File: config.mk
export PLATFORM = sky130hd
export DESIGN_NAME = mem_arbiter
export DESIGN_NICKNAME = d
export VERILOG_FILES = /design/src/rtl/mem_pkg.sv /design/src/rtl/arb_starve_ctr.sv /design/src/rtl/mem_arbiter.sv
export SDC_FILE = /design/constraint.sdc
export NUM_CORES = 1
export LEC_CHECK = 0
export ABC_AREA = 1
export BUFFER_PORTS_ARGS = -buffer_cell sky130_fd_sc_hd__buf_2
export CORE_MARGIN = 1.5
export CORE_UTILIZATION = 44
export DETAILED_ROUTE_END_ITERATION = 8
export MAX_ROUTING_LAYER = met4
export PLACE_DENSITY_LB_ADDON = 0.12
export SYNTH_ARGS = -nofsm -noshare
export SYNTH_HDL_FRONTEND = slang
export SYNTH_SLANG_ARGS = --single-unit
File: constraint.sdc
create_clock -name i_clk -period 1.7 [get_ports i_clk]
set_input_delay 0.255 -clock i_clk [delete_from_list [all_inputs] [get_ports i_clk]]
set_output_delay 0.255 -clock i_clk [all_outputs]
set_load 0.02 [all_outputs]
File: src/rtl/mem_pkg.sv
// Shared types and constants for the instruction/data memory arbiter.
package mem_pkg;

    // Arbiter FSM states.
    typedef enum logic [1:0] {
        IDLE = 2'd0,
        REQ  = 2'd1,
        WAIT = 2'd2,
        RESP = 2'd3
    } state_e;

    // Grant identifiers: which requester owns the current transaction.
    localparam logic GNT_IF = 1'b0;
    localparam logic GNT_DM = 1'b1;

    // Byte mask for a full-word access (instruction fetch).
    localparam logic [3:0] MASK_WORD = 4'b1111;

    // Memory is addressed in words; the byte offset is dropped.
    function automatic logic [31:0] word_align(input logic [31:0] addr);
        return {addr[31:2], 2'b00};
    endfunction

endpackage

File: src/rtl/arb_starve_ctr.sv
// Priority select between fetch and data with a saturating starvation counter.
// Data wins by default; once STARVE_LIMIT consecutive data grants have been
// made while fetch was waiting, the next grant goes to fetch.
module arb_starve_ctr
    import mem_pkg::*;
#(
    parameter int STARVE_LIMIT = 3,
    localparam int CNT_W = (STARVE_LIMIT < 1) ? 1 : $clog2(STARVE_LIMIT + 1)
) (
    input  logic             i_clk,
    input  logic             i_rst,
    input  logic             i_if_req,
    input  logic             i_dm_req,
    input  logic             i_grant_en,
    output logic             o_win,
    output logic [CNT_W-1:0] o_cnt
);

    localparam logic [CNT_W-1:0] LIMIT = CNT_W'(STARVE_LIMIT);

    logic [CNT_W-1:0] cnt_q;
    logic [CNT_W-1:0] cnt_d;
    logic             if_wins;

    // Winner select and next count; the count only moves when a grant is made.
    always_comb begin
        if_wins = i_if_req && (!i_dm_req || (cnt_q == LIMIT));
        o_win   = if_wins ? GNT_IF : GNT_DM;
        cnt_d   = cnt_q;
        if (i_grant_en) begin
            if (o_win == GNT_IF) begin
                cnt_d = '0;
            end else if (i_if_req) begin
                cnt_d = (cnt_q == LIMIT) ? cnt_q : cnt_q + 1'b1;
            end else begin
                cnt_d = '0;
            end
        end
    end

    // Count register.
    always_ff @(posedge i_clk) begin
        if (i_rst) begin
            cnt_q <= '0;
        end else begin
            cnt_q <= cnt_d;
        end
    end

    assign o_cnt = cnt_q;

endmodule

File: src/rtl/mem_arbiter.sv
// Shares one single-port, variable-latency memory between the fetch and the
// data requesters, one transaction at a time.
//
// Handshake: a requester holds *_req (and its fields) until it sees *_ready,
// which is combinational and only asserts in IDLE; the request is accepted on
// that clock edge. Responses are one-cycle *_valid pulses. On the memory side
// o_mem_req and its fields stay stable until i_mem_ready; i_mem_valid is only
// looked at in REQ/WAIT.
module mem_arbiter
    import mem_pkg::*;
#(
    parameter int STARVE_LIMIT = 3,
    localparam int CNT_W = (STARVE_LIMIT < 1) ? 1 : $clog2(STARVE_LIMIT + 1)
) (
    input  logic             i_clk,
    input  logic             i_rst,
    input  logic             i_if_req,
    input  logic [31:0]      i_if_addr,
    output logic             o_if_ready,
    output logic             o_if_valid,
    output logic [31:0]      o_if_rdata,
    input  logic             i_dm_req,
    input  logic [31:0]      i_dm_addr,
    input  logic             i_dm_wen,
    input  logic [31:0]      i_dm_wdata,
    input  logic [3:0]       i_dm_mask,
    output logic             o_dm_ready,
    output logic             o_dm_valid,
    output logic [31:0]      o_dm_rdata,
    output logic             o_mem_req,
    output logic [31:0]      o_mem_addr,
    output logic             o_mem_wen,
    output logic [31:0]      o_mem_wdata,
    output logic [3:0]       o_mem_mask,
    input  logic             i_mem_ready,
    input  logic             i_mem_valid,
    input  logic [31:0]      i_mem_rdata,
    output state_e           o_dbg_state,
    output logic [CNT_W-1:0] o_dbg_starve_cnt
);

    state_e      state_q, state_d;
    logic        gnt_q, gnt_d;
    logic [31:0] addr_q, addr_d;
    logic        wen_q, wen_d;
    logic [31:0] wdata_q, wdata_d;
    logic [3:0]  mask_q, mask_d;
    logic [31:0] rdata_q, rdata_d;

    logic        grant_en;
    logic        win;

    arb_starve_ctr #(
        .STARVE_LIMIT(STARVE_LIMIT)
    ) u_starve (
        .i_clk      (i_clk),
        .i_rst      (i_rst),
        .i_if_req   (i_if_req),
        .i_dm_req   (i_dm_req),
        .i_grant_en (grant_en),
        .o_win      (win),
        .o_cnt      (o_dbg_starve_cnt)
    );

    // Next-state, request latching and requester-side ready.
    always_comb begin
        state_d    = state_q;
        gnt_d      = gnt_q;
        addr_d     = addr_q;
        wen_d      = wen_q;
        wdata_d    = wdata_q;
        mask_d     = mask_q;
        rdata_d    = rdata_q;
        grant_en   = 1'b0;
        o_if_ready = 1'b0;
        o_dm_ready = 1'b0;
        case (state_q)
            IDLE: begin
                // Held off during reset so every output reads 0.
                if (!i_rst && (i_if_req || i_dm_req)) begin
                    grant_en = 1'b1;
                    gnt_d    = win;
                    state_d  = REQ;
                    if (win == GNT_IF) begin
                        o_if_ready = 1'b1;
                        addr_d     = i_if_addr;
                        wen_d      = 1'b0;
                        wdata_d    = 32'h0;
                        mask_d     = MASK_WORD;
                    end else begin
                        o_dm_ready = 1'b1;
                        addr_d     = i_dm_addr;
                        wen_d      = i_dm_wen;
                        wdata_d    = i_dm_wdata;
                        mask_d     = i_dm_mask;
                    end
                end
            end
            REQ: begin
                if (i_mem_ready) begin
                    if (i_mem_valid) begin
                        rdata_d = wen_q ? 32'h0 : i_mem_rdata;
                        state_d = RESP;
                    end else begin
                        state_d = WAIT;
                    end
                end
            end
            WAIT: begin
                if (i_mem_valid) begin
                    rdata_d = wen_q ? 32'h0 : i_mem_rdata;
                    state_d = RESP;
                end
            end
            RESP: begin
                state_d = IDLE;
            end
            default: begin
                state_d = IDLE;
            end
        endcase
    end

    // State and latched transaction registers.
    always_ff @(posedge i_clk) begin
        if (i_rst) begin
            state_q <= IDLE;
            gnt_q   <= GNT_IF;
            addr_q  <= 32'h0;
            wen_q   <= 1'b0;
            wdata_q <= 32'h0;
            mask_q  <= 4'h0;
            rdata_q <= 32'h0;
        end else begin
            state_q <= state_d;
            gnt_q   <= gnt_d;
            addr_q  <= addr_d;
            wen_q   <= wen_d;
            wdata_q <= wdata_d;
            mask_q  <= mask_d;
            rdata_q <= rdata_d;
        end
    end

    // Response and memory-side outputs, derived only from registered state.
    always_comb begin
        o_if_valid  = (state_q == RESP) && (gnt_q == GNT_IF);
        o_dm_valid  = (state_q == RESP) && (gnt_q == GNT_DM);
        o_if_rdata  = o_if_valid ? rdata_q : 32'h0;
        o_dm_rdata  = o_dm_valid ? rdata_q : 32'h0;
        o_mem_req   = (state_q == REQ);
        o_mem_addr  = word_align(addr_q);
        o_mem_wen   = wen_q;
        o_mem_wdata = wdata_q;
        o_mem_mask  = mask_q;
        o_dbg_state = state_q;
    end

endmodule
==> impl_metrics.yaml, run 1 <==
die:
  row_count: 38
  core_um2: 10900
  start_util_pct: 45.3
  ioPinCount: 281
  die_h_um: 109
  die-width_um: 109
  dieArea_um2: 11900
yosys:
  synth_cells: 742
  synth_top_area_share_pct: 42.2
  postSynthAreaPerCell_um2: 6.65
  async_reset_ff_share_pct: 0
  synth.largest_area_cell: "dfxtp_1"
  ys_top_cells_by_area: "dfxtp_1 (42%), nand2_1 (13%), a21oi_1 (10%)"
  synth_ff_type: "dfxtp_1"
  synthAdderAreaFrac_pct: 1.52
  synth_cell_type_count: 23
  synth_common_cells: "nand2_1 (177), dfxtp_1 (104), a21oi_1 (103), nor2_1 (102), inv_1 (79)"
  synth_compound_area_share_pct: 14.2
  ys_seq_area_share_pct: 42.2
  synth.most_common_cell: "nand2_1"
  synth_area_um2: 4930
  yosys.area_share.simple_pct: 29.9
  synth_top_family_by_area: "simple AND/OR/NAND/NOR gates"
  synth_xor_area_share_pct: 0
  synth_seq_cells: 104
  synth-edff-count: 0
  yosysWarnings: 0
  synthMuxAreaShare_pct: 0
detailed_routing:
  initialDrtViolationCount: 274
  drc: 0
  firstDrtPassIters: 4
  routed_wl_mm: 15.5
  via_per_inst: 4.87
  wl_per_cell_um: 13.5
  vias: 5595
  ant_nets: 0
clock_network:
  path_clk_slew_ps: 100
  clk_latency_ps: 360
  cts_sinks: 104
  numCtsBuffers: 9
  htree_num_levels: 3
  root_buffer: "clkbuf_8"
  cts_tree: "done"
  cts_max_path_buffers: 2
finish:
  fin_util_pct: 68.1
  instances_no_fill: 1149
  final_nets: 1148
  drive_gt1_share_pct: 37.9
  syn_to_final_growth_pct: 50.4
  finalInstanceArea_um2: 7420
sta:
  rsz0062_at_grt: "true"
  max_freq_mhz: 550
  setup_viol: 35
  skew_ps: 11.5
  layout_setup_ws_ps: -120
  hold_viol_final: 0
  fin_crit_sh_pct: 107
  fin_crit_ps: 1820
  maxSlewViolCount: 0
global_routing:
  grt_pass1_wl_mm: 22.7
  grt_pass1_vias: 4680
  grt_antenna_before_repair: 0
  grt-ovfl-total: 0
  grt_use_total_pct: 24.8
  grt_max_degree: 46
pwr:
  max-vdd-ir-drop_v: 0.000674
  finalPower_mw: 7.99
  total_leakage_power_nw: 3.60
  p_per_area_nw_per_um2: 1080
place:
  dp.cells: 1118
  place_ws_ps: 164
  dpl-instance-area_um2: 6670
  numPortBuffers: 274
  place_congestion: 0.872
  dp_hpwl_mm: 10.3
critical_path:
  r2r_setup_slack_ps: 110
  cp_data_required_time_ps: 1440
  startpoint_type: "flip-flop"
  path_max_fanout: 11
  end_kind: "output pin"
  path_class: "flip-flop to output pin"
  cp_data_arrival_time_ps: 1560
flow_run:
  cap_violations: 0
run_status:
  violations: "setup timing"
  status: "complete, but fails checks"
hold_path:
  hp-class: "primary input to flip-flop"
==> what timing repair did <==
item,in CTS,in global routing
gates resized for setup,48,73
pin swaps,1,3
setup endpoints to repair,59,72
gates cloned,2,5
buffers inserted,6,1
hold buffers,0,0
==> path summary, 6_finish.rpt <==
check                       from  depth (start not counted)               to
setup / recovery  o_dbg_state[1]                          7    o_if_rdata[2]
hold / removal    i_dm_wdata[18]                          3  o_mem_wdata[18]
setup reg to reg  o_dbg_state[1]                          8      rdata_q[29]
hold reg to reg       addr_q[17]                          2       addr_q[17]
==> cell families (layout without fill, tap and decap cells) <==
family                     Yosys count  count (layout)
AOI/OAI and AO/OA                  140             140
adders and majority gates            6               6
DFF                                104             104
other                                1               3
buffers and inverters              140             405
and+or+nand+nor                    351             351
==> stage by stage <==
stage / TNS (ps) / hold slack, ps
after floorplan: 0 / 422
after global placement: 0 / 449
after detailed placement: 0 / 451
after CTS: -3100 / 138
after global routing: -7020 / 145
final: -2820 / 158
==> cell usage in the layout (no fill, tap or decap), types with 3 or more instances in the layout <==
cell type,count
dfxtp_2,3
clkbuf_8,10
nor2_1,65
buf_6,19
nand2_4,3
nand4_1,34
nand3_1,31
nor2_2,5
clkbuf_16,4
nor2_4,35
nand2_1,173
buf_12,8
buf_4,68
o21ai_0,31
buf_2,208
a21oi_1,103
o21ai_1,6
dfxtp_1,100
clkinvlp_4,5
inv_1,75
==> registers in the layout, summed over array words and instances (netlist names) <==
| signal | flops |
|---|---|
| o_mem_mask | 4 |
| o_mem_wdata | 32 |
| o_dbg_state | 2 |
| u_starve.o_cnt | 2 |
| gnt_q | 1 |
| o_mem_wen | 1 |
| addr_q | 30 |
| rdata_q | 32 |
==> metal layers <==
metal	global-route usage [%]	vias up	share of wire [%]
li1	-	2879	-
met1	30.7	2474	42
met2	39.6	207	48
met3	6.04	35	7.9
met4	8.55	0	2.5
met5	-	-	0
==> power breakdown <==
group	internal [mW]	switching, mW	leakage [nW]
registers	2.90	0.174	0.851
logic	1.28	2.23	2.67
clock network	0.575	0.835	0.0749
==> layout make-up <==
type	instances	area, µm²
multi-input cells	499	2580
clock inverters	4	30.0
fillers	1001	3470
well taps	140	175
inverters	80	310
clock buffers	12	145
repair buffers	309	2090
diodes	1	2.50
flip-flops and latches	104	2090
==> worst max-delay path: stages (launching register included) <==
cell and delay [ps]:
dfxtp_4 380, ha_2 170, inv_1 60, nor2_4 100, inv_4 90, buf_12 170, nor2_4 100, buf_4 140
Note: power is estimated with default switching activity, not from simulation.
==> inputs of run 2 (changes only) <==
==> constraint.sdc (replaced) <==
create_clock -name i_clk -period 1.7 [get_ports i_clk]
set_input_delay 0 -clock i_clk [delete_from_list [all_inputs] [get_ports i_clk]]
set_output_delay 0 -clock i_clk [all_outputs]
set_load 0.02 [all_outputs]
==> impl_metrics.yaml, run 2 (synthesis results as in run 1) <==
critical_path:
  path_buf_inv: 5
  path_class: "flip-flop to output pin"
  path_max_fanout: 6
  slowest_delay_ps: 360
  end_kind: "output pin"
  cp_data_arrival_time_ps: 1650
  startpoint_type: "flip-flop"
  path_delay_family: "buffers and inverters"
  worstPathCellList: "buf_6 -> ha_4 -> inv_2 -> nor2_4 -> clkinv_4 -> clkbuf_16 -> nor2_4 -> buf_6"
  cpMaxStageDelayCell: "dfxtp_2"
  cp_data_required_time_ps: 1700
global_routing:
  grt-ovfl-total: 0
  grt_max_degree: 48
  grt_antenna_before_repair: 0
  grt_use_total_pct: 27.0
  grt_pass1_wl_mm: 24.9
  grt_pass1_vias: 5193
finish:
  fin_util_pct: 72.1
  drive_gt1_share_pct: 32.7
  diodes: 0
  syn_to_final_growth_pct: 59.1
  final_common_cell: "buf_2"
  layout_common_cells: "buf_2 (244), nand2_1 (175), a21oi_1 (103)"
  final_nets: 1231
sta:
  fin_crit_sh_pct: 97.1
  worst_hold_slack_ps: 9.69
  max_freq_mhz: 606
  fin_crit_ps: 1650
  hold_viol_final: 0
  rsz0062_at_grt: "true"
  maxSlewViolCount: 0
  setup_viol: 0
  skew_ps: 10.2
die:
  start_util_pct: 45.3
  die-width_um: 109
  dieArea_um2: 11900
  die_h_um: 109
  core_um2: 10900
  ioPinCount: 281
  row_count: 38
clock_network:
  cts_max_path_buffers: 2
  htree_num_levels: 3
  cts_sinks: 104
  numCtsBuffers: 9
  path_clk_slew_ps: 100
  root_buffer: "clkbuf_8"
  clk_latency_ps: 360
  cts_tree: "done"
detailed_routing:
  routed_wl_mm: 16.8
  drc: 0
  vias: 6013
  ant_nets: 0
  via_per_inst: 4.88
  firstDrtPassIters: 5
  wl_per_cell_um: 13.6
  initialDrtViolationCount: 283
place:
  dp_hpwl_mm: 10.1
  place_congestion: 0.848
  numPortBuffers: 274
run_status:
  status: "complete, no violations"
pwr:
  total_leakage_power_nw: 3.90
  max-vdd-ir-drop_v: 0.000622
  p_per_area_nw_per_um2: 1000
hold_path:
  hp-class: "primary input to flip-flop"
flow_run:
  cap_violations: 0
[run 2: routing by layer]
metal  wire length (µm)  GRT usage (%)  vias to the layer above
li1                   -              -                     3030
met1               6640           31.6                     2695
met2               8500           45.2                      233
met3               1090           4.90                       55
met4                564           11.7                        0
met5                  0              -                        -
[run 2: worst paths after layout]
| kind | startpoint | endpoint | slack [ps] | depth (start not counted) |
|---|---|---|---|---|
| worst max-delay path | o_dbg_state[1] | o_if_rdata[6] | 50 | 8 |
| worst min-delay path | i_if_addr[12] | addr_q[12] | 10 | 5 |
| worst max register to register | o_dbg_state[0] | o_mem_mask[0] | 200 | 8 |
| worst min register to register | o_mem_wdata[17] | o_mem_wdata[17] | 460 | 2 |
[run 2: final cells by class]
class	instances	area (µm²)
Fill cell	927	3040
Timing Repair Buffer	392	2730
Multi-Input combinational cell	499	2380
Sequential cell	104	2090
Inverter	80	309
Tap cell	140	175
Clock buffer	11	131
Clock inverter	5	33.8
[run 2: through the flow]
step	std cells	total power, mW	setup WS [ps]	setup TNS (ps)	area (µm²)
floorplan	743	5.03	-10.7	-322	4940
global placement	1119	5.94	174	0	6440
detailed placement	1119	5.97	119	0	6440
CTS	1222	7.60	-69.1	-69.1	7500
global route	1231	8.36	-39.1	-419	7850
finish	1231	7.86	49.9	0	7850
[run 2: timing repair]
item                       CTS  global route
cloned                       1             3
buffers inserted             2             6
hold buffers                84             0
pin swaps                    0             4
hold endpoints to repair    63             0
gates resized for setup      4            80
setup endpoints to repair   26            75
[run 2: report_power, final]
part	leakage (nW)	switching, mW	internal [mW]
logic	2.97	2.08	1.32
clock network	0.0793	0.851	0.533
registers	0.850	0.184	2.90
[run 2: worst reg2reg max path, stage by stage (launching register included)]
cell and delay [ps]:
dfxtp_4 390, inv_4 90, ha_4 160, inv_1 70, nor2_4 130, buf_12 110
buf_4 230, o21ai_0 130, a21oi_1 120
